===== src/rtl/uart_bridge_pkg.sv =====
`default_nettype none
// ============================================================================
// Module      : uart_bridge_pkg
// Description : Shared types and helpers for the UART word bridge: unpack FSM
//               state encoding, byte width constant and FIFO pointer/count
//               width helpers.
// Revision    : 1.0 - initial release
// ============================================================================
package uart_bridge_pkg;

  localparam int BYTE_W = 8;

  typedef enum logic [0:0] {
    ST_IDLE = 1'b0,
    ST_SEND = 1'b1
  } unpack_state_t;

  // Read/write pointer width for a power-of-2 FIFO depth.
  function automatic int ptr_width(input int depth);
    return (depth > 1) ? $clog2(depth) : 1;
  endfunction

  // Occupancy counter width: must be able to represent DEPTH itself.
  function automatic int cnt_width(input int depth);
    return $clog2(depth) + 1;
  endfunction

endpackage
`default_nettype wire


===== src/rtl/uart_word_bridge_if.sv =====
`default_nettype none
// ============================================================================
// Module      : uart_word_bridge_if
// Description : Bundles the byte receive strobe, mode/flag controls, the
//               downstream word port and the transmit byte handshake of the
//               UART word bridge.
//               slave  : bridge side (consumes rx/controls, drives dout/tx).
//               master : environment side.
// Parameters  : WORD_W - packed word width, DEPTH - FIFO depth (sets the
//               fifo_cnt width).
// Revision    : 1.0 - initial release
// ============================================================================
interface uart_word_bridge_if #(
  parameter int WORD_W = 256,
  parameter int DEPTH  = 4
);
  import uart_bridge_pkg::*;

  logic [BYTE_W-1:0]             rx_data;
  logic                          rx_vld;
  logic                          loop_en;
  logic                          clr;
  logic [WORD_W-1:0]             dout;
  logic                          dout_vld;
  logic                          dout_rdy;
  logic [BYTE_W-1:0]             tx_data;
  logic                          tx_vld;
  logic                          tx_rdy;
  logic [cnt_width(DEPTH)-1:0]   fifo_cnt;
  logic                          overflow;
  logic                          timeout;

  modport slave (
    input  rx_data, rx_vld, loop_en, clr, dout_rdy, tx_rdy,
    output dout, dout_vld, tx_data, tx_vld, fifo_cnt, overflow, timeout
  );

  modport master (
    output rx_data, rx_vld, loop_en, clr, dout_rdy, tx_rdy,
    input  dout, dout_vld, tx_data, tx_vld, fifo_cnt, overflow, timeout
  );

endinterface
`default_nettype wire


===== src/rtl/sync_fifo_word.sv =====
`default_nettype none
// ============================================================================
// Module      : sync_fifo_word
// Description : Single-clock WORD_W x DEPTH FIFO with show-ahead head word.
//               A push while full is accepted only if a pop happens in the
//               same cycle; otherwise the word is discarded (the caller flags
//               it). Pops while empty are ignored.
// Ports       : clk, rst_n (async active-low), push/wr_data, pop/rd_data,
//               full, empty, count.
// Revision    : 1.0 - initial release
// ============================================================================
module sync_fifo_word
  import uart_bridge_pkg::*;
#(
  parameter int WORD_W = 256,
  parameter int DEPTH  = 4
) (
  input  logic                         clk,
  input  logic                         rst_n,
  input  logic                         push,
  input  logic [WORD_W-1:0]            wr_data,
  input  logic                         pop,
  output logic [WORD_W-1:0]            rd_data,
  output logic                         full,
  output logic                         empty,
  output logic [cnt_width(DEPTH)-1:0]  count
);

  localparam int PTR_W = ptr_width(DEPTH);
  localparam int CNT_W = cnt_width(DEPTH);

  logic [WORD_W-1:0] r_mem [DEPTH];
  logic [PTR_W-1:0]  r_wr_ptr;
  logic [PTR_W-1:0]  r_rd_ptr;
  logic [CNT_W-1:0]  r_count;
  logic              w_do_push;
  logic              w_do_pop;

  assign full  = (r_count == CNT_W'(DEPTH));
  assign empty = (r_count == '0);
  assign count = r_count;

  // When full, the slot being written is the one being popped this cycle,
  // so simultaneous push+pop lands the new word as the last entry.
  assign w_do_pop  = pop && !empty;
  assign w_do_push = push && (!full || w_do_pop);

  assign rd_data = r_mem[r_rd_ptr];

  // Storage carries no reset: consumers only look at it when not empty.
  always_ff @(posedge clk) begin
    if (w_do_push) begin
      r_mem[r_wr_ptr] <= wr_data;
    end
  end

  always_ff @(posedge clk or negedge rst_n) begin
    if (!rst_n) begin
      r_wr_ptr <= '0;
      r_rd_ptr <= '0;
      r_count  <= '0;
    end else begin
      if (w_do_push) begin
        r_wr_ptr <= r_wr_ptr + 1'b1;
      end
      if (w_do_pop) begin
        r_rd_ptr <= r_rd_ptr + 1'b1;
      end
      case ({w_do_push, w_do_pop})
        2'b10:   r_count <= r_count + 1'b1;
        2'b01:   r_count <= r_count - 1'b1;
        default: r_count <= r_count;
      endcase
    end
  end

endmodule
`default_nettype wire


===== src/rtl/uart_word_bridge.sv =====
`default_nettype none
// ============================================================================
// Module      : uart_word_bridge
// Description : Packs UART rx bytes (first byte = MSB) into WORD_W-bit words,
//               buffers them in a DEPTH-entry FIFO and either presents them on
//               a valid/ready word port (loop_en=0) or replays them
//               byte-by-byte to the UART transmitter (loop_en=1).
// Ports       : sys_clk, sys_rst_n (async active-low),
//               bus (uart_word_bridge_if.slave): rx_data/rx_vld, loop_en, clr,
//               dout/dout_vld/dout_rdy, tx_data/tx_vld/tx_rdy, fifo_cnt,
//               overflow, timeout.
// Options     : `define UART_WORD_BRIDGE_TIMEOUT_EN to discard a partial word
//               after TIMEOUT_CYC idle cycles and raise the sticky timeout
//               flag; otherwise timeout is tied low.
// Revision    : 1.0 - initial release
// ============================================================================
module uart_word_bridge
  import uart_bridge_pkg::*;
#(
  parameter int WORD_W      = 256,
  parameter int DEPTH       = 4,
  parameter int TIMEOUT_CYC = 5000000
) (
  input  logic                sys_clk,
  input  logic                sys_rst_n,
  uart_word_bridge_if.slave   bus
);

  localparam int BYTES = WORD_W / BYTE_W;
  localparam int IDX_W = $clog2(BYTES);
  localparam int CNT_W = cnt_width(DEPTH);

  // ---------------------------------------------------------------- packer
  logic [IDX_W-1:0]  r_pack_cnt;
  logic [WORD_W-1:0] r_pack_word;
  logic              r_push;
  logic              w_last_byte;
  logic              w_tmo_hit;

  assign w_last_byte = bus.rx_vld && (r_pack_cnt == IDX_W'(BYTES-1));

  // Shifting in at the LSB leaves the first byte at the MSB once the word
  // is complete. The push is registered, so the word reaches the FIFO one
  // edge after its last byte.
  always_ff @(posedge sys_clk or negedge sys_rst_n) begin
    if (!sys_rst_n) begin
      r_pack_cnt  <= '0;
      r_pack_word <= '0;
      r_push      <= 1'b0;
    end else begin
      r_push <= w_last_byte;
      if (bus.rx_vld) begin
        r_pack_word <= {r_pack_word[WORD_W-BYTE_W-1:0], bus.rx_data};
        r_pack_cnt  <= w_last_byte ? '0 : r_pack_cnt + 1'b1;
      end else if (w_tmo_hit) begin
        r_pack_cnt  <= '0;
      end
    end
  end

  // ------------------------------------------------------------------ FIFO
  logic [WORD_W-1:0] w_head;
  logic              w_full;
  logic              w_empty;
  logic [CNT_W-1:0]  w_count;
  logic              w_pop;

  sync_fifo_word #(
    .WORD_W (WORD_W),
    .DEPTH  (DEPTH)
  ) u_fifo (
    .clk     (sys_clk),
    .rst_n   (sys_rst_n),
    .push    (r_push),
    .wr_data (r_pack_word),
    .pop     (w_pop),
    .rd_data (w_head),
    .full    (w_full),
    .empty   (w_empty),
    .count   (w_count)
  );

  // -------------------------------------------------------------- unpacker
  unpack_state_t     r_state;
  unpack_state_t     w_state_nxt;
  logic [WORD_W-1:0] r_shift;
  logic [IDX_W-1:0]  r_idx;
  logic              w_load;
  logic              w_tx_acc;
  logic              w_dout_vld;

  always_comb begin
    w_state_nxt = r_state;
    w_load      = 1'b0;
    w_tx_acc    = 1'b0;
    case (r_state)
      ST_IDLE: begin
        if (bus.loop_en && !w_empty) begin
          w_load      = 1'b1;
          w_state_nxt = ST_SEND;
        end
      end
      ST_SEND: begin
        if (bus.tx_rdy) begin
          w_tx_acc = 1'b1;
          if (r_idx == IDX_W'(BYTES-1)) begin
            w_state_nxt = ST_IDLE;
          end
        end
      end
      default: w_state_nxt = ST_IDLE;
    endcase
  end

  always_ff @(posedge sys_clk or negedge sys_rst_n) begin
    if (!sys_rst_n) begin
      r_state <= ST_IDLE;
    end else begin
      r_state <= w_state_nxt;
    end
  end

  always_ff @(posedge sys_clk or negedge sys_rst_n) begin
    if (!sys_rst_n) begin
      r_shift <= '0;
      r_idx   <= '0;
    end else if (w_load) begin
      r_shift <= w_head;
      r_idx   <= '0;
    end else if (w_tx_acc) begin
      r_shift <= {r_shift[WORD_W-BYTE_W-1:0], {BYTE_W{1'b0}}};
      r_idx   <= r_idx + 1'b1;
    end
  end

  // The word port is live only while the unpacker is parked in word mode;
  // a mode switch during SEND therefore waits for the current word to drain.
  assign w_dout_vld = (r_state == ST_IDLE) && !bus.loop_en && !w_empty;
  assign w_pop      = (w_dout_vld && bus.dout_rdy) || w_load;

  assign bus.dout     = w_empty ? '0 : w_head;
  assign bus.dout_vld = w_dout_vld;
  assign bus.tx_vld   = (r_state == ST_SEND);
  assign bus.tx_data  = r_shift[WORD_W-1 -: BYTE_W];
  assign bus.fifo_cnt = w_count;

  // ----------------------------------------------------------- sticky flags
  logic r_overflow;
  logic w_ovf_evt;

  assign w_ovf_evt = r_push && w_full && !w_pop;

  always_ff @(posedge sys_clk or negedge sys_rst_n) begin
    if (!sys_rst_n) begin
      r_overflow <= 1'b0;
    end else if (w_ovf_evt) begin
      r_overflow <= 1'b1;
    end else if (bus.clr) begin
      r_overflow <= 1'b0;
    end
  end

  assign bus.overflow = r_overflow;

`ifdef UART_WORD_BRIDGE_TIMEOUT_EN
  localparam int IDLE_W = $clog2(TIMEOUT_CYC + 1);

  logic [IDLE_W-1:0] r_idle_cnt;
  logic              r_timeout;

  // A fresh byte always wins over an expiring partial word.
  assign w_tmo_hit = (r_pack_cnt != '0) && !bus.rx_vld &&
                     (r_idle_cnt == IDLE_W'(TIMEOUT_CYC - 1));

  always_ff @(posedge sys_clk or negedge sys_rst_n) begin
    if (!sys_rst_n) begin
      r_idle_cnt <= '0;
    end else if (bus.rx_vld || (r_pack_cnt == '0) || w_tmo_hit) begin
      r_idle_cnt <= '0;
    end else begin
      r_idle_cnt <= r_idle_cnt + 1'b1;
    end
  end

  always_ff @(posedge sys_clk or negedge sys_rst_n) begin
    if (!sys_rst_n) begin
      r_timeout <= 1'b0;
    end else if (w_tmo_hit) begin
      r_timeout <= 1'b1;
    end else if (bus.clr) begin
      r_timeout <= 1'b0;
    end
  end

  assign bus.timeout = r_timeout;
`else
  logic w_unused_timeout_cyc;

  assign w_unused_timeout_cyc = ^TIMEOUT_CYC;
  assign w_tmo_hit            = 1'b0;
  assign bus.timeout          = 1'b0;
`endif

endmodule
`default_nettype wire


===== src/flat_wrapper.sv =====
// flat-port wrapper written by rule: the top's interface ports become plain ports
module uart_word_bridge_flat import uart_bridge_pkg::*;
#(
  parameter int WORD_W      = 256,
  parameter int DEPTH       = 4,
  parameter int TIMEOUT_CYC = 5000000
)
  (sys_clk, sys_rst_n, bus_rx_data, bus_rx_vld, bus_loop_en, bus_clr, bus_dout_rdy, bus_tx_rdy, bus_dout, bus_dout_vld, bus_tx_data, bus_tx_vld, bus_fifo_cnt, bus_overflow, bus_timeout);
  uart_word_bridge_if #(.WORD_W(WORD_W), .DEPTH(DEPTH)) bus_i ();
  input  logic sys_clk;
  input  logic sys_rst_n;
  input wire logic [$bits(bus_i.rx_data)-1:0] bus_rx_data;
  input wire logic [$bits(bus_i.rx_vld)-1:0] bus_rx_vld;
  input wire logic [$bits(bus_i.loop_en)-1:0] bus_loop_en;
  input wire logic [$bits(bus_i.clr)-1:0] bus_clr;
  input wire logic [$bits(bus_i.dout_rdy)-1:0] bus_dout_rdy;
  input wire logic [$bits(bus_i.tx_rdy)-1:0] bus_tx_rdy;
  output wire logic [$bits(bus_i.dout)-1:0] bus_dout;
  output wire logic [$bits(bus_i.dout_vld)-1:0] bus_dout_vld;
  output wire logic [$bits(bus_i.tx_data)-1:0] bus_tx_data;
  output wire logic [$bits(bus_i.tx_vld)-1:0] bus_tx_vld;
  output wire logic [$bits(bus_i.fifo_cnt)-1:0] bus_fifo_cnt;
  output wire logic [$bits(bus_i.overflow)-1:0] bus_overflow;
  output wire logic [$bits(bus_i.timeout)-1:0] bus_timeout;
  assign bus_i.rx_data = bus_rx_data;
  assign bus_i.rx_vld = bus_rx_vld;
  assign bus_i.loop_en = bus_loop_en;
  assign bus_i.clr = bus_clr;
  assign bus_i.dout_rdy = bus_dout_rdy;
  assign bus_i.tx_rdy = bus_tx_rdy;
  assign bus_dout = bus_i.dout;
  assign bus_dout_vld = bus_i.dout_vld;
  assign bus_tx_data = bus_i.tx_data;
  assign bus_tx_vld = bus_i.tx_vld;
  assign bus_fifo_cnt = bus_i.fifo_cnt;
  assign bus_overflow = bus_i.overflow;
  assign bus_timeout = bus_i.timeout;
  uart_word_bridge #(.WORD_W(WORD_W), .DEPTH(DEPTH), .TIMEOUT_CYC(TIMEOUT_CYC)) u_core (.sys_clk(sys_clk), .sys_rst_n(sys_rst_n), .bus(bus_i));
endmodule

===== config.mk =====
export PLATFORM = sky130hd
export DESIGN_NAME = uart_word_bridge_flat
export DESIGN_NICKNAME = d
export VERILOG_FILES = /design/src/rtl/uart_bridge_pkg.sv /design/src/rtl/uart_word_bridge_if.sv /design/src/rtl/sync_fifo_word.sv /design/src/rtl/uart_word_bridge.sv /design/src/flat_wrapper.sv
export SDC_FILE = /design/constraint.sdc
export NUM_CORES = 2
export LEC_CHECK = 0
export ABC_AREA = 0
export CAP_MARGIN = 30
export CORE_MARGIN = 2
export CORE_UTILIZATION = 59
export DETAILED_ROUTE_END_ITERATION = 7
export PLACE_DENSITY_LB_ADDON = 0.15
export SLEW_MARGIN = 15
export SYNTH_ARGS = -nofsm -noshare
export SYNTH_HDL_FRONTEND = slang
export SYNTH_SLANG_ARGS = --single-unit

===== constraint.sdc =====
create_clock -name sys_clk -period 17.4 [get_ports sys_clk]
set_input_delay 3.48 -clock sys_clk [delete_from_list [all_inputs] [get_ports sys_clk]]
set_output_delay 3.48 -clock sys_clk [all_outputs]
set_load 0.02 [all_outputs]

== Word level (Yosys, flattened, before mapping) ==
Memory sizes are Yosys's and may differ from the RTL's.
Cells that the tools add are included.
Word-level totals
  register bits: 532
  memory bits (writable): 1024
  input bits: 15
  logic and storage cells: 60
  memories kept: 1
Memories
  u_core.u_fifo.r_mem: words 4, bits a word 256, rd ports 1, clocked after memory_dff 0, write ports 1, RTL line sync_fifo_word.sv:32  | logic [WORD_W-1:0] r_mem [DEPTH];
Cells by class
  add/subtract/negate cells: 6
  eq/ne operators: 5
  muxes and demuxes: 18
  bitwise operators: 1
  reduce and logical (&&, ||, !) cells: 19
Operators by type and width (number)
  $mux W256: 3
  $mux W5: 3
  $add A5 B1 Y5 const B: 2
  $eq A5 B5 Y1 const B: 2
  $mux W1: 10
  $logic_and A1 B1 Y1: 9
  $pmux W3 S2: 1
  $reduce_bool A2 Y1: 3
  $add A2 B1 Y2 const B: 2
  $logic_not A1 Y1: 4
  $add A3 B1 Y3 const B: 1
  $eq A3 B3 Y1 const B: 1
  $logic_not A3 Y1: 1
  $sub A3 B1 Y3 const B: 1
  $eq A2 B1 Y1 const B: 1
  $eq A2 B2 Y1 const B: 1
  $logic_or A1 B1 Y1: 2
  $pmux W1 S2: 1
  $not A1 Y1: 1

== Longest topological paths before layout ==
  word-level depth: 11
  mapped depth: 8
  mapped depth without buffers: 8

== Hierarchy ==
A second synthesis with hierarchy kept.
Unflattened totals
  cell total of the unflattened synthesis: 3136
  area total of the unflattened synthesis: 60226.5 um^2
Modules (own cells, without submodules)
  sync_fifo_word: instances 1, cells each 1377, area an instance 37392.1 um^2, seq. area each 30924.7 um^2
  uart_word_bridge: instances 1, cells each 1759, area an instance 22834.4 um^2, seq. area each 13137.6 um^2

== Worst setup path after synthesis ==
No wires, ideal clock.
  path kind: input to register
  start point: input port bus_loop_en
  end point: memory u_core.u_fifo.r_mem[0][0], enable pin
  library setup time: 649 ps
  arrival time: 9873 ps
  data required time: 16751 ps
  slack: 6877 ps
  stages: 3
  path buffers: 0
  path through: o21bai_1 > a31oi_1 > and2_1
Between the ends
  word-level cells in the longest chain between the ends: 10
  elaborated cells on any way between the ends: 13
  those cells by class: 4 x mux; 9 x reduce/logical
RTL lines
  start: declaration: RTL line flat_wrapper.sv:14  | input wire logic [$bits(bus_i.loop_en)-1:0] bus_loop_en;
  $logic_not A1 Y1: RTL line uart_word_bridge.sv:138  | assign w_dout_vld = (r_state == ST_IDLE) && !bus.loop_en && !w_empty;
  $logic_and A1 B1 Y1 (2 in series): RTL line uart_word_bridge.sv:138
  $logic_and A1 B1 Y1: RTL line uart_word_bridge.sv:139  | assign w_pop = (w_dout_vld && bus.dout_rdy) || w_load;
  $logic_or A1 B1 Y1 (*): RTL line uart_word_bridge.sv:139
  $logic_and A1 B1 Y1 (*): RTL line sync_fifo_word.sv:45  | assign w_do_pop = pop && !empty;
  $logic_or A1 B1 Y1 (*): RTL line sync_fifo_word.sv:46  | assign w_do_push = push && (!full || w_do_pop);
  $logic_and A1 B1 Y1 (*): RTL line sync_fifo_word.sv:46
  $mux W1 (*): RTL line sync_fifo_word.sv:52  | if (w_do_push) begin
  $mux W1 (not written as such) (*): RTL line sync_fifo_word.sv:53  | r_mem[r_wr_ptr] <= wr_data;
  end: declaration: RTL line sync_fifo_word.sv:32
Mark *: on every way between the ends. The rest lies on a longest branch, timed or not.

== Worst setup path in the final report ==
  start point: register u_core.u_fifo.r_rd_ptr[0]
  end point: output port bus_dout[12]
Between the ends
  word-level cells in the longest chain between the ends: 2
RTL lines
  start: declaration: RTL line sync_fifo_word.sv:34  | logic [PTR_W-1:0] r_rd_ptr;
  start signal: assignment: RTL line sync_fifo_word.sv:67  | r_rd_ptr <= r_rd_ptr + 1'b1;
  $mem_v2 Z4 W256
  $mux W256: RTL line uart_word_bridge.sv:141  | assign bus.dout = w_empty ? '0 : w_head;
  end: declaration: RTL line flat_wrapper.sv:18  | output wire logic [$bits(bus_i.dout)-1:0] bus_dout;
No other way between the ends.

==> metrics.md <==
| Metric | Value |
|---|---|
| Unrepaired setup endpoints after global routing | no |
| Power, Total | 12.40 mW |
| GRT Residual Overflow | 0 |
| First-pass GRT wire length | 206300 um |
| Fin crit share | 50.98% |
| Worst endpoint required time | 13.92 ns |
| HPWL after DPL | 76160 um |
| TNS Setup | 0 ns |
| Num rows | 116 |
| Post-synth EDFFs | 1024 |
| Synthesized area | 59810 um2 |
| CP arrival | 5.39 ns |
| Antenna violations before repair | 7 |
| Leakage | 25.68 nW |
| Vias in the first global route | 33040 |
| CTS Root Cell | clkbuf_16 |
| DR vias/cell | 6.077 |
| Worst slew pin tran | 1.149 ns |
| Largest cells by area after synthesis | edfxtp_1 (51%), dfrtp_1 (22%), mux4_2 (9.6%), mux2_2 (4.8%), nand2_1 (3.3%) |
| Sink Count | 1556 |
| CTS tree | done |
| Clk Latency, worst-skew pair | 0.75 ns |
| Syn Inst Count | 3398 |
| Crit path max fanout | 38 |
| Hold Fails Final Rpt | 0 |
| Reg clk slew, reported paths | 0.06 ns |
| Syn avg cell area | 17.60 um2 |
| GRT Util Overall | 26.56% |
| Critical path startpoint category | flop |
| Yosys reg bits | 1556 |
| Final setup fails | 0 |
| Max transition margin | 23.40% |
| Synthesis-to-layout area growth | 15.59% |
| Seq/Total Area, Yosys | 73.67% |
| Crit Path Class | reg -> out |
| Post-Route WL | 134700 um |
| Clk_skew | 0.02633 ns |
| PortBufs | 284 |
| Netlist cell types | 40 |
| Syn_nets | 3422 |
| Drt first pass iters | 5 |
| Hold-fix buffers at CTS | 0 |
| Setup Fix Bufs, Post-CTS | 0 |
| Worst hold stages | 2 |
| Max-cap viol count | 0 |
| Total number of vias | 31400 |
| Largest area contributor in the netlist | edfxtp_1 |
| Die ar. | 103900 um2 |
| WP buf/inv | 5 |
| Io pins | 286 |
| Cell Pwr Density | 179.3 nW/um2 |
| GP Congestion | 0.7785 |
| Most frequent CP cell | buf_4 |
| Worst Hold Class | reg -> reg |
| Crit path cell chain | buf_4, buf_4, buf_4, buf_16, mux4_2, and2_1, clkdlybuf4s50_1 |
| WL per Instance | 26.07 um |
| Critical Path End Type | output pin |
| Residual DRC | 0 |
| Die extent in x | 322.4 um |
| Cts repair resizes | 0 |
| Routed Antenna Nets | 0 |
| Initial DRC Count | 3368 |
| Worst path slowest cell | dfrtp_4 |
| Core region area | 100300 um2 |
| CP max stage delay | 0.81 ns |
| Cts bufs inserted | 154 |
| Die H | 322.4 um |
| R2r worst-path depth | 7 |
| Ys async rst share | 34.19% |
| Largest net degree at the start of global routing | 191 |
| Fin. max-slew vios | 0 |
| Top-count cell post-synth | edfxtp_1 |
| Crit-path leading delay family | buffers and inverters |
| Max VDD drop | 0.0001818 V |
| Initial Util | 59.64% |
| Crit. path cell count | 7 |
| Max Clock Freq | 112.7 MHz |
| Top FF cell, synth | edfxtp_1 |
| Fraction of layout instances using a drive strength above 1 | 21.06% |
| Share of the synthesized area in the top cell type | 51.41% |
| Top cell types by occurrence after synthesis | edfxtp_1 (1024), dfrtp_1 (532), nand2_1 (527), and2_1 (264), mux2_2 (257) |
| Depth of the CTS H-tree | 4 |
| Nets | 3699 |
| Min Tclk post-route | 8.870 ns |
| Outcome | finished clean |
| Clk buf depth | 3 |
| Synth warnings | 0 |
-- layer usage --
layer | up-vias | track usage, % | wire (um)
met5 | - | 0 | 59
met4 | 10 | 6.781 | 2481
met3 | 178 | 4.565 | 8223
met2 | 1087 | 43.73 | 68440
met1 | 16700 | 37.49 | 55490
li1 | 13430 | - | -
-- area by class of cell --
class / count / area [um2]
tap: 1357 / 1698
sequential: 1556 / 44070
timing repair buffer: 333 / 3551
multi-input combinational: 1622 / 14670
fill: 6407 / 31150
clock inverter: 49 / 474.2
antenna: 1 / 2.502
clock buffer: 241 / 4642
inverter: 8 / 30.03
-- per-stage QoR --
| step | worst slack, ns | hold WS [ns] | instance area (um2) | util (%) | cells |
|---|---|---|---|---|---|
| final | 8.530 | 0.4651 | 69140 | 68.94 | 5167 |
| after global routing | 8.046 | 0.4879 | 69130 | 68.93 | 5166 |
| after CTS | 8.301 | 0.4671 | 69060 | 68.86 | 5163 |
| after detailed placement | 9.109 | 0.4546 | 63940 | 63.76 | 4873 |
| after global placement | 8.975 | 0.4503 | 63690 | 63.50 | 4863 |
| after floorplan | 6.877 | 0.4396 | 59810 | - | 3398 |
-- registers in the layout (all words and copies together) (netlist names), 2 cells and up --
| name | flops |
|---|---|
| u_core.r_pack_word | 256 |
| u_core.u_fifo.r_rd_ptr | 2 |
| u_core.u_fifo.r_wr_ptr | 2 |
| u_core.r_pack_cnt | 5 |
| u_core.u_fifo.r_mem | 1024 |
| u_core.r_idx | 5 |
| u_core.r_shift | 256 |
| u_core.u_fifo.count | 3 |
-- power breakdown --
part / switching [mW] / leakage, nW / internal [mW]
Sequential: 0.604 / 16.0 / 4.73
Clock: 1.35 / 2.50 / 1.95
Combinational: 2.04 / 7.21 / 1.72
-- worst paths after layout --
path	start	end	slack, ns
max reg2reg	u_core.u_fifo.count[2]$_DFFE_PN0P_	u_core.r_shift[170]$_DFFE_PN0P_	12.32
min	u_core.r_shift[250]$_DFFE_PN0P_	u_core.r_shift[250]$_DFFE_PN0P_	0.47
max in group asynchronous	sys_rst_n	u_core.r_shift[56]$_DFFE_PN0P_	12.52
min reg2reg	u_core.r_shift[250]$_DFFE_PN0P_	u_core.r_shift[250]$_DFFE_PN0P_	0.47
min in group asynchronous	sys_rst_n	u_core.r_pack_word[109]$_DFFE_PN0P_	2.73
max	u_core.u_fifo.r_rd_ptr[0]$_DFFE_PN0N_	bus_dout[12]	8.53
-- cell usage in the layout, fill, tap and decap left out, types with 6 or more instances in the layout --
master,synthesis,final
and2_4,0,6
inv_1,8,8
clkinv_1,0,12
a22oi_1,248,248
nand2_1,527,527
edfxtp_1,1024,1024
ha_1,8,8
inv_6,0,6
buf_12,0,12
clkdlybuf4s50_1,0,282
and2_1,264,258
buf_16,0,9
buf_4,10,28
clkbuf_8,0,27
clkbuf_1,106,51
o21ai_0,18,18
bufinv_16,0,8
clkinv_2,0,18
mux4_2,256,256
mux2_2,257,257
clkbuf_16,0,163
dfrtp_1,532,530
-- cells by family after synthesis --
logic type      after synthesis  share of synthesized area [%]
mux                         514                          14.50
xor+xnor                      6                        0.08788
other cells                   1                       0.006270
simple gates                812                          6.270
fa+ha+maj                     9                         0.2008
flops                      1556                          73.67
compound gates              280                          3.420
buf+inv                     220                          1.849
-- worst register-to-register path: stages, from the launching register on --
cell and delay (ns):
dfrtp_1 0.52, or3_4 0.66, buf_12 0.64, and2_4 1.06
buf_12 0.61, buf_4 1.06, a22oi_1 0.34, nand2_1 0.13
Note: power is estimated with default switching activity, not from simulation.
